**src/rtl/div_issue_ctrl.sv**
```systemverilog
// ---------------------------------------------------------------------------
// div_issue_ctrl
//
// Sequencer in front of the M-extension divider wrapper. Accepts
// DIV/DIVU/REM/REMU ops from execute, settles divide-by-zero and signed
// overflow locally, otherwise launches the divider and holds its operands
// until it finishes. The result goes to writeback through a valid/ready
// handshake. A watchdog turns a stuck divider into an error result.
//
// Optional feature (macro DIV_ISSUE_CACHE_EN):
//   Defining DIV_ISSUE_CACHE_EN adds a one-entry result cache. It holds the
//   last op the divider computed, provided that op finished without error
//   and was not flushed. A repeated op returns the cached value with
//   single-cycle latency and does not launch the divider. Reset invalidates
//   the cache. flush does not.
//   If the macro is undefined, every non-special op goes to the divider.
// ---------------------------------------------------------------------------
module div_issue_ctrl #(
  parameter int TIMEOUT_CYCLES = 48,
  parameter int XLEN           = 32
) (
  input  logic            clk,
  input  logic            clr_n,
  input  logic            flush,

  input  logic            in_valid,
  output logic            in_ready,
  input  logic [1:0]      in_func3,
  input  logic [XLEN-1:0] in_rs1,
  input  logic [XLEN-1:0] in_rs2,
  input  logic [4:0]      in_tag,

  output logic            div_go,
  output logic            div_clr,
  output logic [1:0]      div_func3,
  output logic [XLEN-1:0] div_rs1,
  output logic [XLEN-1:0] div_rs2,
  input  logic            div_done,
  input  logic [XLEN-1:0] div_rd,

  output logic            out_valid,
  input  logic            out_ready,
  output logic [XLEN-1:0] out_result,
  output logic [4:0]      out_tag,
  output logic            out_err
);

  typedef enum logic [1:0] {
    IDLE   = 2'd0,
    LAUNCH = 2'd1,
    WAIT   = 2'd2,
    HOLD   = 2'd3
  } state_t;

  localparam logic [XLEN-1:0] ALL_ONES = '1;
  localparam logic [XLEN-1:0] MIN_NEG  = {1'b1, {(XLEN-1){1'b0}}};

  // The watchdog counts WAIT cycles. The timeout fires on the last permitted one.
  localparam int                WD_W    = $clog2(TIMEOUT_CYCLES + 1);
  localparam logic [WD_W-1:0]   WD_LAST = WD_W'(TIMEOUT_CYCLES - 1);

  state_t          state;
  logic [WD_W-1:0] watchdog;

  // Decode of the op currently offered by execute.
  logic            is_rem;
  logic            is_unsigned;
  logic            div_by_zero;
  logic            sgn_overflow;
  logic            is_special;
  logic [XLEN-1:0] special_result;
  logic            cache_hit;
  logic            fast_path;
  logic [XLEN-1:0] fast_result;

`ifdef DIV_ISSUE_CACHE_EN
  logic            cache_valid;
  logic [1:0]      cache_func3;
  logic [XLEN-1:0] cache_rs1;
  logic [XLEN-1:0] cache_rs2;
  logic [XLEN-1:0] cache_result;

  assign cache_hit = cache_valid
                   && (cache_func3 == in_func3)
                   && (cache_rs1   == in_rs1)
                   && (cache_rs2   == in_rs2);

  // Valid bit: cleared by reset only, set when the divider completes an op in WAIT.
  always_ff @(posedge clk) begin
    if (!clr_n) begin
      cache_valid <= 1'b0;
    end else if ((state == WAIT) && div_done && !flush) begin
      cache_valid <= 1'b1;
    end
  end

  // Payload: captured alongside the valid bit. It is never read unless cache_valid is set.
  // NOTE: payload registers have no reset; the valid bit alone gates their use,
  // so resetting them would only add reset fan-out without changing behaviour.
  always_ff @(posedge clk) begin
    if ((state == WAIT) && div_done && !flush) begin
      cache_func3  <= div_func3;
      cache_rs1    <= div_rs1;
      cache_rs2    <= div_rs2;
      cache_result <= div_rd;
    end
  end
`else
  assign cache_hit = 1'b0;
`endif

  // Classify the offered op and pick the locally produced result.
  // NOTE: every output of this block gets a default first, so no path
  // leaves a signal unassigned and no latch is inferred.
  always_comb begin
    is_rem         = in_func3[1];
    is_unsigned    = in_func3[0];
    div_by_zero    = (in_rs2 == '0);
    sgn_overflow   = !is_unsigned && (in_rs1 == MIN_NEG) && (in_rs2 == ALL_ONES);
    is_special     = div_by_zero || sgn_overflow;
    special_result = '0;
    if (div_by_zero) begin
      special_result = is_rem ? in_rs1 : ALL_ONES;
    end else if (sgn_overflow) begin
      special_result = is_rem ? '0 : MIN_NEG;
    end
    fast_path   = is_special || cache_hit;
    fast_result = special_result;
`ifdef DIV_ISSUE_CACHE_EN
    if (!is_special) begin
      fast_result = cache_result;
    end
`endif
  end

  // Sequencer FSM: accept, launch, wait with watchdog, and hold the result until drained.
  // NOTE: state and outputs use non-blocking assignments, so every decision
  // in this block sees the values the registers held before the edge.
  always_ff @(posedge clk) begin
    if (!clr_n) begin
      state      <= IDLE;
      in_ready   <= 1'b1;
      out_valid  <= 1'b0;
      out_result <= '0;
      out_tag    <= '0;
      out_err    <= 1'b0;
      div_go     <= 1'b0;
      div_clr    <= 1'b1;
      div_func3  <= '0;
      div_rs1    <= '0;
      div_rs2    <= '0;
      watchdog   <= '0;
    end else begin
      div_go  <= 1'b0;
      div_clr <= 1'b0;
      if (flush) begin
        // Kill wins over any accept or drain in the same cycle.
        state     <= IDLE;
        in_ready  <= 1'b1;
        out_valid <= 1'b0;
        out_err   <= 1'b0;
        watchdog  <= '0;
        div_clr   <= (state == LAUNCH) || (state == WAIT);
      end else begin
        unique case (state)
          IDLE: begin
            if (in_valid && in_ready) begin
              in_ready  <= 1'b0;
              div_func3 <= in_func3;
              div_rs1   <= in_rs1;
              div_rs2   <= in_rs2;
              out_tag   <= in_tag;
              watchdog  <= '0;
              if (fast_path) begin
                state      <= HOLD;
                out_valid  <= 1'b1;
                out_result <= fast_result;
                out_err    <= 1'b0;
              end else begin
                state  <= LAUNCH;
                div_go <= 1'b1;
              end
            end
          end

          LAUNCH: begin
            state <= WAIT;
          end

          WAIT: begin
            if (div_done) begin
              state      <= HOLD;
              out_valid  <= 1'b1;
              out_result <= div_rd;
              out_err    <= 1'b0;
              watchdog   <= '0;
            end else if (watchdog == WD_LAST) begin
              state      <= HOLD;
              out_valid  <= 1'b1;
              out_result <= ALL_ONES;
              out_err    <= 1'b1;
              div_clr    <= 1'b1;
              watchdog   <= '0;
            end else begin
              watchdog <= watchdog + 1'b1;
            end
          end

          HOLD: begin
            if (out_ready) begin
              state     <= IDLE;
              in_ready  <= 1'b1;
              out_valid <= 1'b0;
              out_err   <= 1'b0;
            end
          end

          default: begin
            state    <= IDLE;
            in_ready <= 1'b1;
          end
        endcase
      end
    end
  end

endmodule

```
**config.mk**
```make
export PLATFORM = sky130hd
export DESIGN_NAME = div_issue_ctrl
export DESIGN_NICKNAME = d
export VERILOG_FILES = /design/src/rtl/div_issue_ctrl.sv
export SDC_FILE = /design/constraint.sdc
export NUM_CORES = 1
export LEC_CHECK = 0
export CORE_MARGIN = 2
export CORE_UTILIZATION = 43
export DETAILED_ROUTE_END_ITERATION = 8
export GPL_ROUTABILITY_DRIVEN = 0
export PLACE_DENSITY_LB_ADDON = 0.15
export RECOVER_POWER = 25
export SYNTH_ARGS = -nofsm -noshare
export SYNTH_HDL_FRONTEND = slang
export SYNTH_SLANG_ARGS = --single-unit
```
**constraint.sdc**
```tcl
create_clock -name clk -period 2.9 [get_ports clk]
set_clock_uncertainty 0.2 [all_clocks]
set_input_delay 0.29 -clock clk [delete_from_list [all_inputs] [get_ports clk]]
set_output_delay 0.29 -clock clk [all_outputs]
set_load 0.01 [all_outputs]
```
# --- Word level (Yosys, flattened, before mapping) ---
# Index checks and enable logic that the tools add are counted.
totals:
  output_inout_bits: 108
  input_bits: 109
  elab_cells: 83
  regBits: 116
op_classes:
  n_reduce_logical: 19
  add_sub_neg: 1
  n_eq_ne: 10
  bitwise: 4
  muxes: 37
op_table:
  columns: ["cell", "n"]
  rows:
  - ["32-bit 2-to-1 mux", 8]
  - ["32-bit == test, second input constant", 2]
  - ["32-bit case mux with 2 select lines", 1]
  - ["32-bit logical NOT", 1]
  - ["6-bit 2-to-1 mux", 3]
  - ["1-bit 2-to-1 mux", 15]
  - ["6-bit case mux with 2 select lines", 1]
  - ["2-bit 2-to-1 mux", 5]
  - ["5-bit AND reduction", 2]
  - ["3-bit AND reduction", 3]
  - ["2-bit case mux with 4 select lines", 1]
  - ["6-bit by 1-bit adder with 6-bit output, second input constant", 1]
  - ["6-bit == test, second input constant", 1]
  - ["2-bit inequality test, second input constant", 3]
  - ["1-bit case mux with 3 select lines", 2]
  - ["2-bit == test, second input constant", 2]
  - ["1-bit inverter", 4]
  - ["2-bit nonzero test", 2]
  - ["4-bit OR reduction", 1]
  - ["1-bit logical AND", 3]
  - ["3-bit by 2-bit inequality test with 1-bit output, second input constant", 1]
  - ["3-bit nonzero test", 1]
  - ["2-bit by 1-bit == test with 1-bit output, second input constant", 1]
  - ["2-bit logical NOT", 1]
  - ["other kinds (5)", 6]

# --- Longest topological paths before layout ---
depth:
  depth_word: 8
  mapped_depth: 10
  mapped_depth_nobuf: 8

# --- Least setup slack after synthesis ---
# No wires, ideal clock.
synth_path:
  path_type: "input -> register"
  from: "in in_rs1[16]"
  to: "reg out_result[1]"
  required_time_ns: 2.560
  path_buffers: 1
  arrival_time_ns: 1.985
  stages: 7
  slack_ns: 0.575
  setup_time_ns: 0.140
  cell_sequence: "or4b_1 nor4_1 nand4_1 o211a_1 nor3_4 buf_6 a211oi_1"
synth_between:
  elab_chain_len: 8
  word_cells_on_any_way: 11
  classes_between: "eq/ne (2); mux (5); reduce/logical (4)"
synth_rtl:
  columns: ["item", "line_no", "text"]
  rows:
  - ["start, declared", "29", "input logic [XLEN-1:0] in_rs1,"]
  - ["32-bit == test *", "119", "sgn_overflow = !is_unsigned && (in_rs1 == MIN_NEG) && (in_rs2 == ALL_ONES);"]
  - ["1-bit logical AND * (2 in a row)", "119", null]
  - ["32-bit 2-to-1 mux", "124", "end else if (sgn_overflow) begin"]
  - ["32-bit 2-to-1 mux", "122", "if (div_by_zero) begin"]
  - ["32-bit 2-to-1 mux", "174", "if (fast_path) begin"]
  - ["32-bit 2-to-1 mux", "167", "if (in_valid && in_ready) begin"]
  - ["32-bit case mux with 2 select lines", "165", "unique case (state)"]
  - ["end signal, assigned", "177", "out_result <= fast_result;"]
  - ["end signal, assigned", "194", "out_result <= div_rd;"]
  - ["end, declared", "43", "output logic [XLEN-1:0] out_result,"]
# Every way passes the cells marked *; elsewhere a longest branch is shown, timed or not. The select of a mux whose other input is x is not followed.
# A chain may end at the register's enable or synchronous reset.

# --- Final worst setup path ---
layout_path:
  from: "in in_rs2[26]"
  to: "reg out_err"
layout_between:
  elab_chain_len: 5
  word_cells_on_any_way: 6
  classes_between: "eq/ne (2); reduce/logical (4)"
layout_rtl:
  columns: ["item", "line_no", "text"]
  rows:
  - ["start, declared", "30", "input logic [XLEN-1:0] in_rs2,"]
  - ["32-bit == test", "119", null]
  - ["1-bit logical AND", "119", null]
  - ["1-bit logical OR *", "120", "is_special = div_by_zero || sgn_overflow;"]
  - ["2-bit inequality test (no source line) *", null, null]
  - ["5-bit AND reduction (no source line) *", null, null]
  - ["end signal, assigned", "146", "out_err <= 1'b0;"]
  - ["end signal, assigned", "161", "out_err <= 1'b0;"]
  - ["end signal, assigned", "178", "out_err <= 1'b0;"]
  - ["end, declared", "45", "output logic out_err"]
# Every way passes the cells marked *; elsewhere a longest branch is shown, timed or not.

==> flow_summary.yaml <==
run_status:
  status: "finished clean"
global_routing:
  first_global_vias: 5558
  grt_usage_pct: 28.6
  grt_use_met2_pct: 43.7
  antenna_found_initial: 0
  grt_use_met1_pct: 35.8
  grt_start_max_net_pins: 84
  grt-busiest-layer: "met2"
  grt_pass1_wl_um: 28400
  met3_usage_pct: 10.1
  grt_remaining_overflow: 0
synthesis:
  ys_types: 42
  synth_seq_cells: 116
  synth_compound_area_share_pct: 25.3
  muxShareOfSynthArea_pct: 0.198
  yosysTopAreaCell: "dfxtp_1"
  synth_top_area_share_pct: 46.0
  async_flop_share_pct: 0
  postSynthCellCount: 650
  seq_area_frac_synth_pct: 46.0
  synth_most_common_cell: "nand2_1"
  yosysWarnings: 0
  yosys.area_share.adder_pct: 1.24
  synth_top_family_by_area: "compound AO/OA/AOI/OAI gates"
  synth_xor_area_share_pct: 0.520
  syn_area_per_cell_um2: 7.77
  syn_nets: 764
  synth_edf_count: 0
  syn-cell-area_mm2: 0.00505
  synth-simple-area-share_pct: 19.1
  synth_common_cells: "nand2_1, a21oi_1, dfxtp_1"
  ys_top_cells_by_area: "dfxtp_1, a21oi_1, nand2_1"
  synthFlopType: "dfxtp_1"
min_path:
  hold_class: "in -> reg"
  whs_path_depth: 3
setup_path:
  path_buf_inv: 3
  start_kind: "input pin"
  critPathKind: "in -> reg"
  cp_common_cell: "buf_4"
  path_max_fanout: 4
  arrival_ns: 2.84
  slowest_delay_ns: 0.52
  crit_path_end_kind: "flop"
  cp_cell_sequence: "clkdlybuf4s50_1, or4b_1, nor4_2, buf_4, nand4_1, o211a_1, buf_4, or3_1, a21oi_1"
  cp_top_family: "simple AND/OR/NAND/NOR gates"
  crit_slowest_cell: "clkdlybuf4s50_1"
  ff2ff_path_depth: 9
  rrSetupSlack_ns: 0.60
  path_depth: 9
  cp.required_ns: 3.04
die:
  core-area_mm2: 0.0115
  dieWidth_um: 112
  initial_utilization_pct: 44.1
  fp-row-count: 39
  fp.dieH_um: 112
  io_pins: 217
  die-area_mm2: 0.0126
cts:
  htreeDepth: 4
  clk_latency_ns: 0.41
  cts_resized: 0
  cts.root.buffer_cell: "clkbuf_16"
  cts_setup_buffers: 0
  cts-buffers-inserted: 17
  cts_tree: "yes"
  hold_buffers: 0
  clockBufferDepth: 2
  clkTransAtPathRegs_ns: 0.05
  cts.sinks: 116
power:
  p_total_mw: 4.67
  irDropWorstVdd_v: 0.000525
  leakagePower_nw: 3.14
  p_per_area_mw_per_mm2: 572
run:
  max_cap_violations: 0
timing:
  max_freq_ghz: 0.371
  finalCritPeriodShare_pct: 93.0
  fin_crit_ns: 2.70
  setup_slack_ns: 0.203
  relSlewSlack_pct: 58.9
  finalSetupViolations: 0
  tns_ns: 0
  tightest_slew_ns: 0.608
  slew_viol_final: 0
  rsz0062_at_grt: "false"
  hold_viol: 0
  hold_ws_ns: 0.226
placement:
  numPortBuffers: 216
  dp_hpwl_um: 13100
  post_dp_cell_area_mm2: 0.00749
  place_ws_ns: -0.270
detailed_routing:
  drc: 0
  routed_wl_um: 18100
  first_pass_iters: 5
  drt-initial-drc-count: 518
  vias_per_cell: 5.46
  post_drt_wl_per_cell_um: 17.6
  postRouteAntennaNets: 0
  vias: 5597
final_layout:
  antenna_cells: 0
  fin_area_mm2: 0.00816
  areaGrowthSynthToFinish_pct: 61.5
  layout.nets: 984
  drive_above_1_share_pct: 8.95
## where the power goes
part	switching, mW	internal, mW	total [mW]
Clock	0.725	1.60	2.32
Combinational	0.319	0.330	0.649
Sequential	0.0353	1.66	1.70
## per-stage QoR
step | utilization, % | instances
3_3_place_gp | 65.4 | 994
3_5_place_dp | 65.4 | 994
2_1_floorplan | - | 650
4_1_cts | 71.2 | 1026
5_1_grt | 71.2 | 1026
6_report | 71.2 | 1026
## metal layers
layer  part of all wire, %  up-vias
met5                     0        -
met4                   3.8        0
met3                   7.7       47
met2                    47      238
met1                    41     2591
li1                      -     2721
## cells in the final DEF (no fill, tap or decap), drive strengths merged, types with 4 or more instances in the layout
cell type and n:
clkdlybuf4s50 163, nand2 154, a21oi 139, dfxtp 116
dlygate4sd3 53, inv 38, buf 35, a211oi 31
o22ai 30, clkbuf 26, nor4 13, nor2 13
nand4 10, o21ai 7, ha 5, bufinv 4
## layout make-up
cell class / count / area [µm²]
inverter: 39 / 148
multi-input combinational: 444 / 2360
sequential: 116 / 2320
fill: 929 / 3300
timing repair buffer: 252 / 2490
clock buffer: 25 / 526
clock inverter: 7 / 140
tap: 143 / 179
## state kept, by name, summed over array words and instances (netlist names), 2 cells and up
| signal | flops |
|---|---|
| out_tag | 5 |
| div_func3 | 2 |
| div_rs2 | 32 |
| out_result | 32 |
| watchdog | 6 |
| div_rs1 | 32 |
| state | 2 |
## path summary, 6_finish.rpt
| kind | start | to |
|---|---|---|
| setup reg to reg | state[0] | out_result[10] |
| setup / recovery | in_rs2[26] | out_err |
| hold / removal | in_tag[3] | out_tag[3] |
| hold reg to reg | div_rs2[26] | div_rs2[26] |
## cells by family after synthesis
group                    count (synthesis)
AO/OA/AOI/OAI                          219
XOR/XNOR                                 3
adder cells (fa/ha/maj)                  5
buffers and inverters                   90
flip-flops                             116
multiplexers                             1
AND/OR/NAND/NOR                        216
## tightest hold or removal path: cells and delay by family
family | cells | cell delay, ns
buffers and inverters | 1 | 0.39
and+or+nand+nor | 1 | 0.06
AOI/OAI and AO/OA | 1 | 0.05
(Power assumes the default switching activity.)
==> edit: new RTL, config.mk and constraints unchanged <==
Build with the macro `DIV_ISSUE_CACHE_EN` defined.
--- a/src/rtl/div_issue_ctrl.sv
+++ b/src/rtl/div_issue_ctrl.sv
@@ -17,2 +17,4 @@
 // ---------------------------------------------------------------------------
+`define DIV_ISSUE_CACHE_EN
+
 module div_issue_ctrl #(
Function: not settled (the Yosys comparison gave no result); the edit may change what the design does.
==> edit against the unedited design <==
Setup slack worse by 0.064 ns; area after synthesis is 76% higher; utilization is 7.7 points lower; sequential share of layout area is 13 points higher; first-iteration DRC count is 5.6% lower; register-to-register slack worse by 0.44 ns; critical path depth is 2 higher; via count is 37% higher; power is 52% higher; critical path type unchanged; combinational power is 22% higher; wire length is 55% higher; cell area is 58% higher; sequential cell count is 99 higher.
==> edit: results (changes against the unedited design) <==
global_route:
  grt_pass1_vias: 7461  # +34%
  grt_util_all_layers_pct: 24.8  # -3.8 points
  antenna_found_initial: 2  # +2
finish:
  nNonClkBuffers: 316  # +25%
  fill_cells: 1716  # +85%
  multi_input_cells: 581  # +31%
  clock_buffer_count: 35  # +40%
  multi_input_area_share_pct: 26.5  # -2.4 points
  largest_class: "flip-flops and latches"
  sh_seq_area_pct: 41.0  # +13 points
  clkCellAreaFrac_pct: 5.93  # -2.2 points
  final_cells: 1442  # +41%
yosys:
  syn_nets: 972  # +27%
  synth_edf_count: 98  # +98
  synthTopCellsByArea: "edfxtp_1 (33%), dfxtp_1 (26%), nand2_1 (6.6%)"
  synthTopCellsByCount: "nand2_1 (156), dfxtp_1 (117), edfxtp_1 (98), a21oi_1 (76), nor2_1 (75)"
  syn_inst: 858  # +32%
place:
  dpl.hpwl_um: 19800  # +51%
  pre_cts_ws_ns: -0.372  # -0.102 ns
detailed_routing:
  totalWireLength_um: 28000  # +55%
run_status:
  status: "finished, final reports clean"
power_and_ir_drop:
  clkPwrFrac_pct: 42.6  # -7.1 points
  vdd_drop_max_v: 0.000449  # -15%
  p_seq_mw: 3.28  # +93%
  p_seq_share_pct: 46.2  # +9.8 points
  p_leak_nw: 4.67  # +49%
setup_path:
  slowest_stage: "nor4b_1"
clock_network:
  cts_buffer_depth: 3  # +1
timing:
  slew_headroom_pct: 47.9  # -11 points
-- edit: cell count changes after synthesis, moves of 25 or more --
cell	delta
nand2b_1	+34
xnor2_1	+54
nor2_1	+62
o22ai_1	-30
edfxtp_1	+98
a21oi_1	-63
a221oi_1	+31
a211oi_1	-25
a22o_1	+31
-- edit: path summary, 6_finish.rpt --
path                                               start  cells after the start  slack, ns                          end
worst max-delay path                          in_rs1[29]                     11       0.14  out_result[31]$_SDFFE_PN0P_
worst min-delay path                           in_tag[2]                      3       0.11      out_tag[2]$_SDFFE_PN0P_
worst max register to register   cache_rs1[28]$_DFFE_PP_                      8       0.16  out_result[12]$_SDFFE_PN0P_
worst min register to register  div_rs2[20]$_SDFFE_PN0P_                      0       0.26      cache_rs2[20]$_DFFE_PP_
-- edit: layer usage --
layer | track usage [%] | routed length (um) | up-vias
li1 | - | - | 3672
met1 | 35.3 | 12700 | 3680
met2 | 38.6 | 12800 | 256
met3 | 4.54 | 1740 | 48
met4 | 7.95 | 824 | 0
met5 | 0 | 0 | -
-- edit: cell families (layout without fill, tap and decap cells) --
| group | Yosys count | count (layout) | synth area share [%] |
|---|---|---|---|
| fa+ha+maj | 5 | 5 | 0.702 |
| mux | 3 | 3 | 0.351 |
| simple gates | 353 | 353 | 18.5 |
| compound gates | 163 | 163 | 12.6 |
| xor+xnor | 57 | 57 | 5.60 |
| buf+inv | 62 | 374 | 2.91 |
| other cells | 0 | 2 | 0 |
| flops | 215 | 215 | 59.3 |
-- edit: per-stage QoR --
step	hold slack [ns]	TNS [ns]
3_5_place_dp	0.243	-9.81
6_report	0.115	0
2_1_floorplan	0.181	-5.21
4_1_cts	0.105	0
5_1_grt	0.127	0
3_3_place_gp	0.238	-9.41
